===== config.mk =====
export PLATFORM = sky130hd
export DESIGN_NAME = div_sequencer
export DESIGN_NICKNAME = d
export VERILOG_FILES = /design/src/rtl/div_pkg.sv /design/src/rtl/div_step.sv /design/src/rtl/div_sequencer.sv
export SDC_FILE = /design/constraint.sdc
export NUM_CORES = 1
export LEC_CHECK = 0
export BUFFER_PORTS_ARGS = -buffer_cell sky130_fd_sc_hd__buf_4
export CAP_MARGIN = 40
export CORE_ASPECT_RATIO = 1.5
export CORE_MARGIN = 3
export CORE_UTILIZATION = 50
export DETAILED_ROUTE_END_ITERATION = 10
export PLACE_DENSITY_LB_ADDON = 0.2
export SLEW_MARGIN = 15
export SYNTH_ARGS = -nofsm -noshare
export SYNTH_HDL_FRONTEND = slang
export SYNTH_SLANG_ARGS = --single-unit

===== constraint.sdc =====
create_clock -name clk -period 2.7 [get_ports clk]
set_input_delay 0.27 -clock clk [delete_from_list [all_inputs] [get_ports clk]]
set_output_delay 0.27 -clock clk [all_outputs]
set_load 0.005 [all_outputs]

===== src/rtl/div_pkg.sv =====
// div_pkg: shared types and constants for the multi-cycle divider.
//   div_state_t   : controller states
//   DIV_WIDTH     : default operand/result width
//   DIV_STEPS     : restoring steps for the default width (one per bit)
//   DIV_QUOT_FILL : fill bit of the divide-by-zero quotient (all ones)
//   DIV_REM_FILL  : fill bit of the signed-overflow remainder (all zeros)
package div_pkg;

  typedef enum logic [1:0] {
    IDLE = 2'd0,
    RUN  = 2'd1,
    FIX  = 2'd2,
    DONE = 2'd3
  } div_state_t;

  localparam int   DIV_WIDTH     = 32;
  localparam int   DIV_STEPS     = DIV_WIDTH;
  localparam logic DIV_QUOT_FILL = 1'b1;
  localparam logic DIV_REM_FILL  = 1'b0;

endpackage


===== src/rtl/div_step.sv =====
// div_step: one combinational restoring-division step.
//   rem      : current partial remainder (WIDTH+1 bits)
//   next_bit : next dividend bit, fed MSB-first
//   divisor  : divisor magnitude
//   rem_next : partial remainder after shift and trial subtract/restore
//   quot_bit : 1 when the trial subtraction was non-negative
module div_step
  import div_pkg::*;
#(
  parameter int WIDTH = DIV_WIDTH
) (
  input  logic [WIDTH:0]   rem,
  input  logic             next_bit,
  input  logic [WIDTH-1:0] divisor,
  output logic [WIDTH:0]   rem_next,
  output logic             quot_bit
);

  logic [WIDTH+1:0] shifted_s;
  logic [WIDTH+1:0] diff_s;

  // Shift in the next dividend bit and trial-subtract; one extra bit keeps the borrow visible.
  always_comb begin
    shifted_s = {rem, next_bit};
    diff_s    = shifted_s - {2'b00, divisor};
    quot_bit  = ~diff_s[WIDTH+1];
    if (quot_bit) begin
      rem_next = diff_s[WIDTH:0];
    end else begin
      rem_next = shifted_s[WIDTH:0];
    end
  end

endmodule


===== src/rtl/div_sequencer.sv =====
// div_sequencer: multi-cycle signed/unsigned divide and remainder controller.
// Captures operands when start is seen in IDLE, iterates div_step once per
// cycle, fixes signs, then presents the result with a one-cycle done pulse.
//   clk, reset (async, active-low)
//   start, op_signed, op_rem, dividend, divisor : request from execute stage
//   result : registered quotient or remainder, held until the next load
//   done   : one-cycle retire pulse
//   busy   : high while in RUN or FIX
//   stall  : start & ~done, holds PC and register-file write
module div_sequencer
  import div_pkg::*;
#(
  parameter int WIDTH = DIV_WIDTH
) (
  input  logic             clk,
  input  logic             reset,
  input  logic             start,
  input  logic             op_signed,
  input  logic             op_rem,
  input  logic [WIDTH-1:0] dividend,
  input  logic [WIDTH-1:0] divisor,
  output logic [WIDTH-1:0] result,
  output logic             done,
  output logic             busy,
  output logic             stall
);

  localparam int STEPS = (WIDTH == DIV_WIDTH) ? DIV_STEPS : WIDTH;
  localparam int CNT_W = (STEPS > 1) ? $clog2(STEPS) : 1;

  localparam logic [WIDTH-1:0] ZERO_V    = {WIDTH{1'b0}};
  localparam logic [WIDTH-1:0] ONE_V     = {{(WIDTH-1){1'b0}}, 1'b1};
  localparam logic [WIDTH-1:0] ALL_ONE_V = {WIDTH{1'b1}};
  localparam logic [WIDTH-1:0] MIN_NEG_V = {1'b1, {(WIDTH-1){1'b0}}};
  localparam logic [WIDTH-1:0] QUOT_DIV0 = {WIDTH{DIV_QUOT_FILL}};
  localparam logic [WIDTH-1:0] REM_OVF   = {WIDTH{DIV_REM_FILL}};

  // Two's complement negation, modulo 2^WIDTH.
  function automatic logic [WIDTH-1:0] neg2(input logic [WIDTH-1:0] x);
    return ~x + ONE_V;
  endfunction

  // Magnitude of x when signed interpretation is enabled, raw x otherwise.
  function automatic logic [WIDTH-1:0] mag(input logic [WIDTH-1:0] x, input logic en);
    if (en && x[WIDTH-1]) begin
      return neg2(x);
    end else begin
      return x;
    end
  endfunction

  div_state_t       state_r, state_n;
  logic [CNT_W-1:0] cnt_r;
  logic [WIDTH-1:0] dvd_r;
  logic [WIDTH-1:0] dvs_r;
  logic [WIDTH:0]   prem_r;
  logic [WIDTH-1:0] quot_r;
  logic             neg_q_r;
  logic             neg_r_r;
  logic             rem_sel_r;
  logic [WIDTH-1:0] result_r;
  logic             done_r;
  logic             busy_r;

  logic             div0_s;
  logic             ovf_s;
  logic [WIDTH:0]   prem_next_s;
  logic             qbit_s;
  logic [WIDTH-1:0] quot_fix_s;
  logic [WIDTH-1:0] rem_fix_s;

  assign div0_s = (divisor == ZERO_V);
  assign ovf_s  = op_signed && (dividend == MIN_NEG_V) && (divisor == ALL_ONE_V);

  div_step #(.WIDTH(WIDTH)) u_step (
    .rem      (prem_r),
    .next_bit (dvd_r[WIDTH-1]),
    .divisor  (dvs_r),
    .rem_next (prem_next_s),
    .quot_bit (qbit_s)
  );

  // Sign correction applied in FIX.
  always_comb begin
    if (neg_q_r) begin
      quot_fix_s = neg2(quot_r);
    end else begin
      quot_fix_s = quot_r;
    end
    if (neg_r_r) begin
      rem_fix_s = neg2(prem_r[WIDTH-1:0]);
    end else begin
      rem_fix_s = prem_r[WIDTH-1:0];
    end
  end

  // Next-state logic.
  always_comb begin
    state_n = state_r;
    case (state_r)
      IDLE: begin
        if (start) begin
          if (div0_s || ovf_s) begin
            state_n = DONE;
          end else begin
            state_n = RUN;
          end
        end else begin
          state_n = IDLE;
        end
      end
      RUN: begin
        if (cnt_r == {CNT_W{1'b0}}) begin
          state_n = FIX;
        end else begin
          state_n = RUN;
        end
      end
      FIX:     state_n = DONE;
      DONE:    state_n = IDLE;
      default: state_n = IDLE;
    endcase
  end

  // State register.
  always_ff @(posedge clk or negedge reset) begin
    if (!reset) begin
      state_r <= IDLE;
    end else begin
      state_r <= state_n;
    end
  end

  // Datapath: operand capture, restoring iteration, sign fix and registered status outputs.
  always_ff @(posedge clk or negedge reset) begin
    if (!reset) begin
      cnt_r     <= {CNT_W{1'b0}};
      dvd_r     <= ZERO_V;
      dvs_r     <= ZERO_V;
      prem_r    <= {(WIDTH+1){1'b0}};
      quot_r    <= ZERO_V;
      neg_q_r   <= 1'b0;
      neg_r_r   <= 1'b0;
      rem_sel_r <= 1'b0;
      result_r  <= ZERO_V;
      done_r    <= 1'b0;
      busy_r    <= 1'b0;
    end else begin
      done_r <= (state_n == DONE);
      busy_r <= (state_n == RUN) || (state_n == FIX);
      case (state_r)
        IDLE: begin
          if (start) begin
            dvd_r     <= mag(dividend, op_signed);
            dvs_r     <= mag(divisor, op_signed);
            neg_q_r   <= op_signed && (dividend[WIDTH-1] ^ divisor[WIDTH-1]);
            neg_r_r   <= op_signed && dividend[WIDTH-1];
            rem_sel_r <= op_rem;
            prem_r    <= {(WIDTH+1){1'b0}};
            quot_r    <= ZERO_V;
            cnt_r     <= CNT_W'(STEPS - 1);
            // Special cases bypass the iteration and load the result directly.
            if (div0_s) begin
              result_r <= op_rem ? dividend : QUOT_DIV0;
            end else if (ovf_s) begin
              result_r <= op_rem ? REM_OVF : dividend;
            end else begin
              result_r <= result_r;
            end
          end else begin
            cnt_r <= cnt_r;
          end
        end
        RUN: begin
          prem_r <= prem_next_s;
          quot_r <= {quot_r[WIDTH-2:0], qbit_s};
          dvd_r  <= {dvd_r[WIDTH-2:0], 1'b0};
          if (cnt_r != {CNT_W{1'b0}}) begin
            cnt_r <= cnt_r - {{(CNT_W-1){1'b0}}, 1'b1};
          end else begin
            cnt_r <= cnt_r;
          end
        end
        FIX: begin
          result_r <= rem_sel_r ? rem_fix_s : quot_fix_s;
        end
        DONE: begin
          result_r <= result_r;
        end
        default: begin
          result_r <= result_r;
        end
      endcase
    end
  end

  assign result = result_r;
  assign done   = done_r;
  assign busy   = busy_r;
  assign stall  = start & ~done_r;

endmodule


# Yosys cells after proc, flatten, opt, wreduce, memory -nomap -nowiden
# Cells that the tools add are included.
[totals] ff_bits=173 inputBits=69 out_inout_bits=35 elab_cells=79
[op_classes] addsub=6 n_eq_ne=11 muxes=25 bitwise=8 reduce_logical=17
[ops] operator="32-bit two-way mux" count=12
[ops] operator="32-bit case mux with 2 select lines" count=3
[ops] operator="32-bit by 1-bit adder with 32-bit output (second input constant)" count=4
[ops] operator="32-bit inverter" count=4
[ops] operator="33-bit two-way mux" count=2
[ops] operator="33-bit case mux with 2 select lines" count=1
[ops] operator="32-bit equality test (second input constant)" count=2
[ops] operator="34-bit by 32-bit subtractor with 34-bit output" count=1
[ops] operator="32-bit zero test" count=1
[ops] operator="5-bit two-way mux" count=2
[ops] operator="5-bit case mux with 2 select lines" count=1
[ops] operator="2-bit equality test (second input constant)" count=4
[ops] operator="2-bit case mux with 4 select lines" count=1
[ops] operator="2-bit two-way mux" count=3
[ops] operator="3-bit AND reduction" count=2
[ops] operator="1-bit logical AND" count=5
[ops] operator="5-bit zero test" count=1
[ops] operator="5-bit nonzero test" count=1
[ops] operator="5-bit by 1-bit subtractor with 5-bit output (second input constant)" count=1
[ops] operator="2-bit by 1-bit equality test with 1-bit output (second input constant)" count=2
[ops] operator="2-bit inequality test (second input constant)" count=2
[ops] operator="2-bit AND reduction" count=2
[ops] operator="2-bit nonzero test" count=2
[ops] operator="3-bit inequality test (second input constant)" count=1
[ops] operator="other kinds (5)" count=7

# Logic depth before layout (Yosys ltp)
[logic_depth] ltp_word=9 depth_mapped=13 ltp_nobuf=13

# Hierarchy
# From an unflattened synthesis, not the netlist that was laid out.
[unflattened] hier_cells=1507 area_unflattened_um2=12388.1
[modules_own_cells] mod="div_sequencer" n_inst=1 cells_each=1199 area_each_um2=10093.4 seq_area_each_um2=4329.2
[modules_own_cells] mod="div_step" n_inst=1 cells_each=308 area_each_um2=2294.7 seq_area_each_um2=0.0

# Least setup slack after synthesis
# No wires, ideal clock.
[synth_timing] path_kind="register to register" from="reg dvd_r[31]" to="reg prem_r[32]" arrival_ns=2.829 required_time_ns=2.571 setup_slack_ns=-0.258 path_stages_with_launch=14 n_path_buf=0 synth_period_minus_slack_ns=2.958 path_cell_list="dfrtp_1 > inv_1 > ha_1 > inv_1 > fa_1 > a211oi_1 > nor2_1 > a2111oi_0 > o31ai_1 > a21oi_1 > nand4b_1 > a21boi_1 > xnor2_1 > o21ai_1"
[synth_via] elab_chain_cells=3
[synth_lines] element="from (decl)" line_no="div_sequencer.sv:54" text="logic [WIDTH-1:0] dvd_r;"
[synth_lines] element="from (signal assigned)" line_no="div_sequencer.sv:154" text="dvd_r <= mag(dividend, op_signed);"
[synth_lines] element="from (signal assigned)" line_no="div_sequencer.sv:177" text="dvd_r <= {dvd_r[WIDTH-2:0], 1'b0};"
[synth_lines] element="34-bit by 32-bit subtractor with 34-bit output" line_no="div_step.sv:25" text="diff_s = shifted_s - {2'b00, divisor};"
[synth_lines] element="33-bit two-way mux" line_no="div_step.sv:27" text="if (quot_bit) begin"
[synth_lines] element="33-bit case mux with 2 select lines" line_no="div_sequencer.sv:151" text="case (state_r)"
[synth_lines] element="to (signal assigned)" line_no="div_sequencer.sv:140" text="prem_r <= {(WIDTH+1){1'b0}};"
[synth_lines] element="to (signal assigned)" line_no="div_sequencer.sv:159" text="prem_r <= {(WIDTH+1){1'b0}};"
[synth_lines] element="to (signal assigned)" line_no="div_sequencer.sv:175" text="prem_r <= prem_next_s;"
[synth_lines] element="to (decl)" line_no="div_sequencer.sv:56" text="logic [WIDTH:0] prem_r;"
# Every way passes these cells.
# A chain may end at the register's enable or synchronous reset.

# Worst setup path in the final report
[layout_timing] from="reg dvs_r[1]" to="reg prem_r[23]"
[layout_via] elab_chain_cells=3
[layout_lines] element="from (decl)" line_no="div_sequencer.sv:55" text="logic [WIDTH-1:0] dvs_r;"
[layout_lines] element="from (signal assigned)" line_no="div_sequencer.sv:155" text="dvs_r <= mag(divisor, op_signed);"
[layout_lines] element="34-bit by 32-bit subtractor with 34-bit output" line_no="div_step.sv:25"
[layout_lines] element="33-bit two-way mux" line_no="div_step.sv:27"
[layout_lines] element="33-bit case mux with 2 select lines" line_no="div_sequencer.sv:151"
# Every way passes these cells.

==> results.md <==
- Reg2Reg Launch Point: dvs_r[1]
- Root Driver: clkbuf_16
- Status: complete, but fails checks
- Hold WC Path Type: primary input to register
- Area of the multi-input gates: 7853 µm²
- Rows: 69
- Worst slew pin tran: 0.6846 ns
- Largest net degree at the start of global routing: 68
- Synth warn: 0
- Die height: 197.1 µm
- Worst hold slack: 0.09957 ns
- Unrepaired setup endpoints after global routing: yes
- Clock Skew: 0.009587 ns
- GP Congestion: 0.9515
- Final Net Count: 1850
- Most frequent cell on the critical path: a211o_1
- XOR/XNOR Fraction of Synth Area: 0.1051
- Io pins: 104
- Layout cells sized above 1: 0.2718
- Largest area contributor in the netlist: dfrtp_1
- Core area: 23830 µm²
- Critical-path top delay cell: dfrtp_1
- Hold Startpoint: op_rem
- Worst path cell trace: inv_2 -> ha_4 -> nor2b_4 -> o31a_1 -> o311a_4 -> or2_4 -> a31o_4 -> a211o_1 -> mux2_2 -> a2111oi_4 -> a211o_1
- Fill cell count: 2005
- Syn avg cell area: 8.189 µm²
- Die Width: 133.4 µm
- Number of library cell types mapped by synthesis: 74
- Clock Latency Late Sink: 0.44 ns
- Yosys reg bits: 173
- Sum Neg Setup Slack: -3.738 ns
- First-pass GRT wire length: 60890 µm
- Main synth FF type: dfrtp_1
- Setup CP Type: register to register
- Hold Path Depth: 3
- Failing checks: setup timing
- Critical Path Start Type: register
- H-Tree Level Count: 4
- Worst Slack Setup Final: -0.2097 ns
- Vias per std cell: 5.881
- R2r worst-path depth: 11
- Clock Sinks: 173
- Cts bufs inserted: 17
- Total number of vias: 12170
- Async SR Flop Fraction: 1.000
- Max Freq: 0.3437 GHz
- Final hold vios: 0
- VDD IR max: 0.7179 mV
- CTS tree: done
- Antenna cells: 0
- Antenna violations before repair: 0
- Worst EP arrival: 3.29 ns
- Post-route ant nets: 0
- Leak pwr: 0.007000 µW
- Final setup vio count: 33
- Final Util: 0.6717
- Total grt overflow: 0
- Starting Density: 0.5107
- Vias in the first global route: 12030
- Synth Area in Adders: 0.04174
- Sequential cell area: 4332 µm²
- PwrDens: 1433 nW/µm²
- Wire length per cell: 18.83 µm
- Worst reg2reg path endpoint: prem_r[23]
- Synth area leaders: dfrtp_1, o21ai_0, nand2_1
- Critical path peak fanout: 3
- Syn nets: 1595
- Post-synthesis simple-gate area fraction: 0.1752
- DP HPWL: 28330 µm
- CTS max path bufs: 2
- Post-Syn Instances: 1486
- Drt drc: 0
- Die area: 26290 µm²
- Compound-gate portion of the synthesized area: 0.2493
- Synth-to-Final Area Change: 31.51%
- Syn Std Cell Area: 12170 µm²
- CP endpoint kind: register
- CP required: 3.08 ns
- DRT iter0 DRCs: 754
- Final WL: 38970 µm
- Total GRT Usage: 0.2897
- I/O Buffers: 103
- Largest stage delay, worst path: 0.40 ns
- Synth top area share: 0.3557
- Largest family of logic cells by synthesized area: compound AO/OA/AOI/OAI gates
- Hold EP: rem_sel_r
- Register area share after synthesis: 0.3557
- Flop-to-flop setup slack: -0.21 ns
- Max-slew headroom: 0.5436
- Period utilization: 1.078
- DR pass1 iterations: 5
- Final slew viol count: 0
- Clock-pin slew on the worst setup and hold paths: 0.07 ns
- MaxCap Viol Count: 0
- Period minus WS final: 2.910 ns
- Mux cell area share after synthesis: 0.02488
- EDFF count, synth: 0
[metal layers]
metal  wire [µm]  track usage
met5           0            0
met3        1983      0.04867
met2       20020       0.5252
met4        2301       0.1510
met1       14660       0.3251
[cell usage in the layout (no fill, tap or decap), drive strengths merged, types with 39 or more instances in the layout]
cell type	count
nand2	224
a21oi	98
nor2	86
ha	39
xor2	78
o31ai	41
xnor2	68
buf	317
inv	62
dfrtp	173
o21ai	221
[synth_stat cells (5+ instances only)]
master	count
o21ai_0	207
inv_1	62
a22oi_1	30
or2_2	5
or4_1	8
a211oi_1	10
nand3_1	26
ha_1	39
or3_1	16
o21a_1	9
clkbuf_1	70
buf_2	7
nand2_1	223
and2_1	6
nand4_1	13
nand2b_1	9
o21ai_1	13
o31ai_1	34
a21oi_1	97
nor4_1	15
and3_1	5
mux2i_1	28
nor2_1	86
dfrtp_1	173
xor2_1	78
nor3_1	24
o211ai_1	7
nor2b_1	6
xnor2_1	68
a31oi_1	12
o31ai_2	7
a21o_1	17
o41ai_1	11
[critical path, delay by kind of cell (launching register included)]
| kind | cells | cell delay, ns |
|---|---|---|
| buffers and inverters | 1 | 0.10 |
| AND/OR/NAND/NOR | 2 | 0.38 |
| adder cells (fa/ha/maj) | 1 | 0.20 |
| flip-flops | 1 | 0.40 |
| multiplexers | 1 | 0.30 |
| AO/OA/AOI/OAI | 6 | 1.48 |
[kinds of logic after synthesis]
family                   after synthesis
adder cells (fa/ha/maj)               40
XOR/XNOR                             146
AO/OA/AOI/OAI                        493
AND/OR/NAND/NOR                      458
flip-flops                           173
buffers and inverters                146
multiplexers                          30
[report_power, final]
part	switching [µW]	internal [µW]
Clock	1030	1360
Sequential	1010	3750
Combinational	8240	7540
Total	10300	12700
[cell type report]
type | count | area share
clock buffer | 21 | 0.02814
tap | 319 | 0.02494
timing repair buffer | 320 | 0.1651
sequential | 173 | 0.2707
inverter | 62 | 0.01454
multi-input combinational | 1167 | 0.4907
clock inverter | 8 | 0.005942
[worst max-delay path by stage]
| stage | from | to |
|---|---|---|
| 2_1_floorplan | prem_r[0] | prem_r[23] |
| 4_1_cts | dvs_r[1] | prem_r[23] |
| 3_5_place_dp | divisor[2] | result[15] |
| 3_3_place_gp | divisor[2] | result[15] |
| 6_report | dvs_r[1] | prem_r[23] |
| 5_1_grt | dvs_r[1] | prem_r[22] |
[registers in the layout, indices dropped and copies added (netlist names), 2 cells and up]
signal and count:
cnt_r 5, dvd_r 32, dvs_r 32, prem_r 33, quot_r 32, result 32, state_r 2
[stage by stage]
step | instance area (µm²) | cells | worst slack, ns | power, µW
detailed placement | 14590 | 2018 | -0.3007 | 17360
global route | 16000 | 2070 | -0.3321 | 24540
global placement | 14590 | 2018 | -0.2980 | 17100
floorplan | 12180 | 1486 | -0.1585 | 12570
finish | 16000 | 2070 | -0.2097 | 22940
CTS | 15480 | 2059 | -0.2181 | 21100
[what timing repair did]
action | 4_1_cts | 5_1_grt
endpoints found under the hold margin | 63 | 0
setup buffers | 8 | 10
cloned | 3 | 3
setup endpoints to repair | 38 | 47
hold buffers | 1 | 0
resized for setup | 55 | 110
pin swaps | 15 | 40
(Power assumes the default switching activity.)
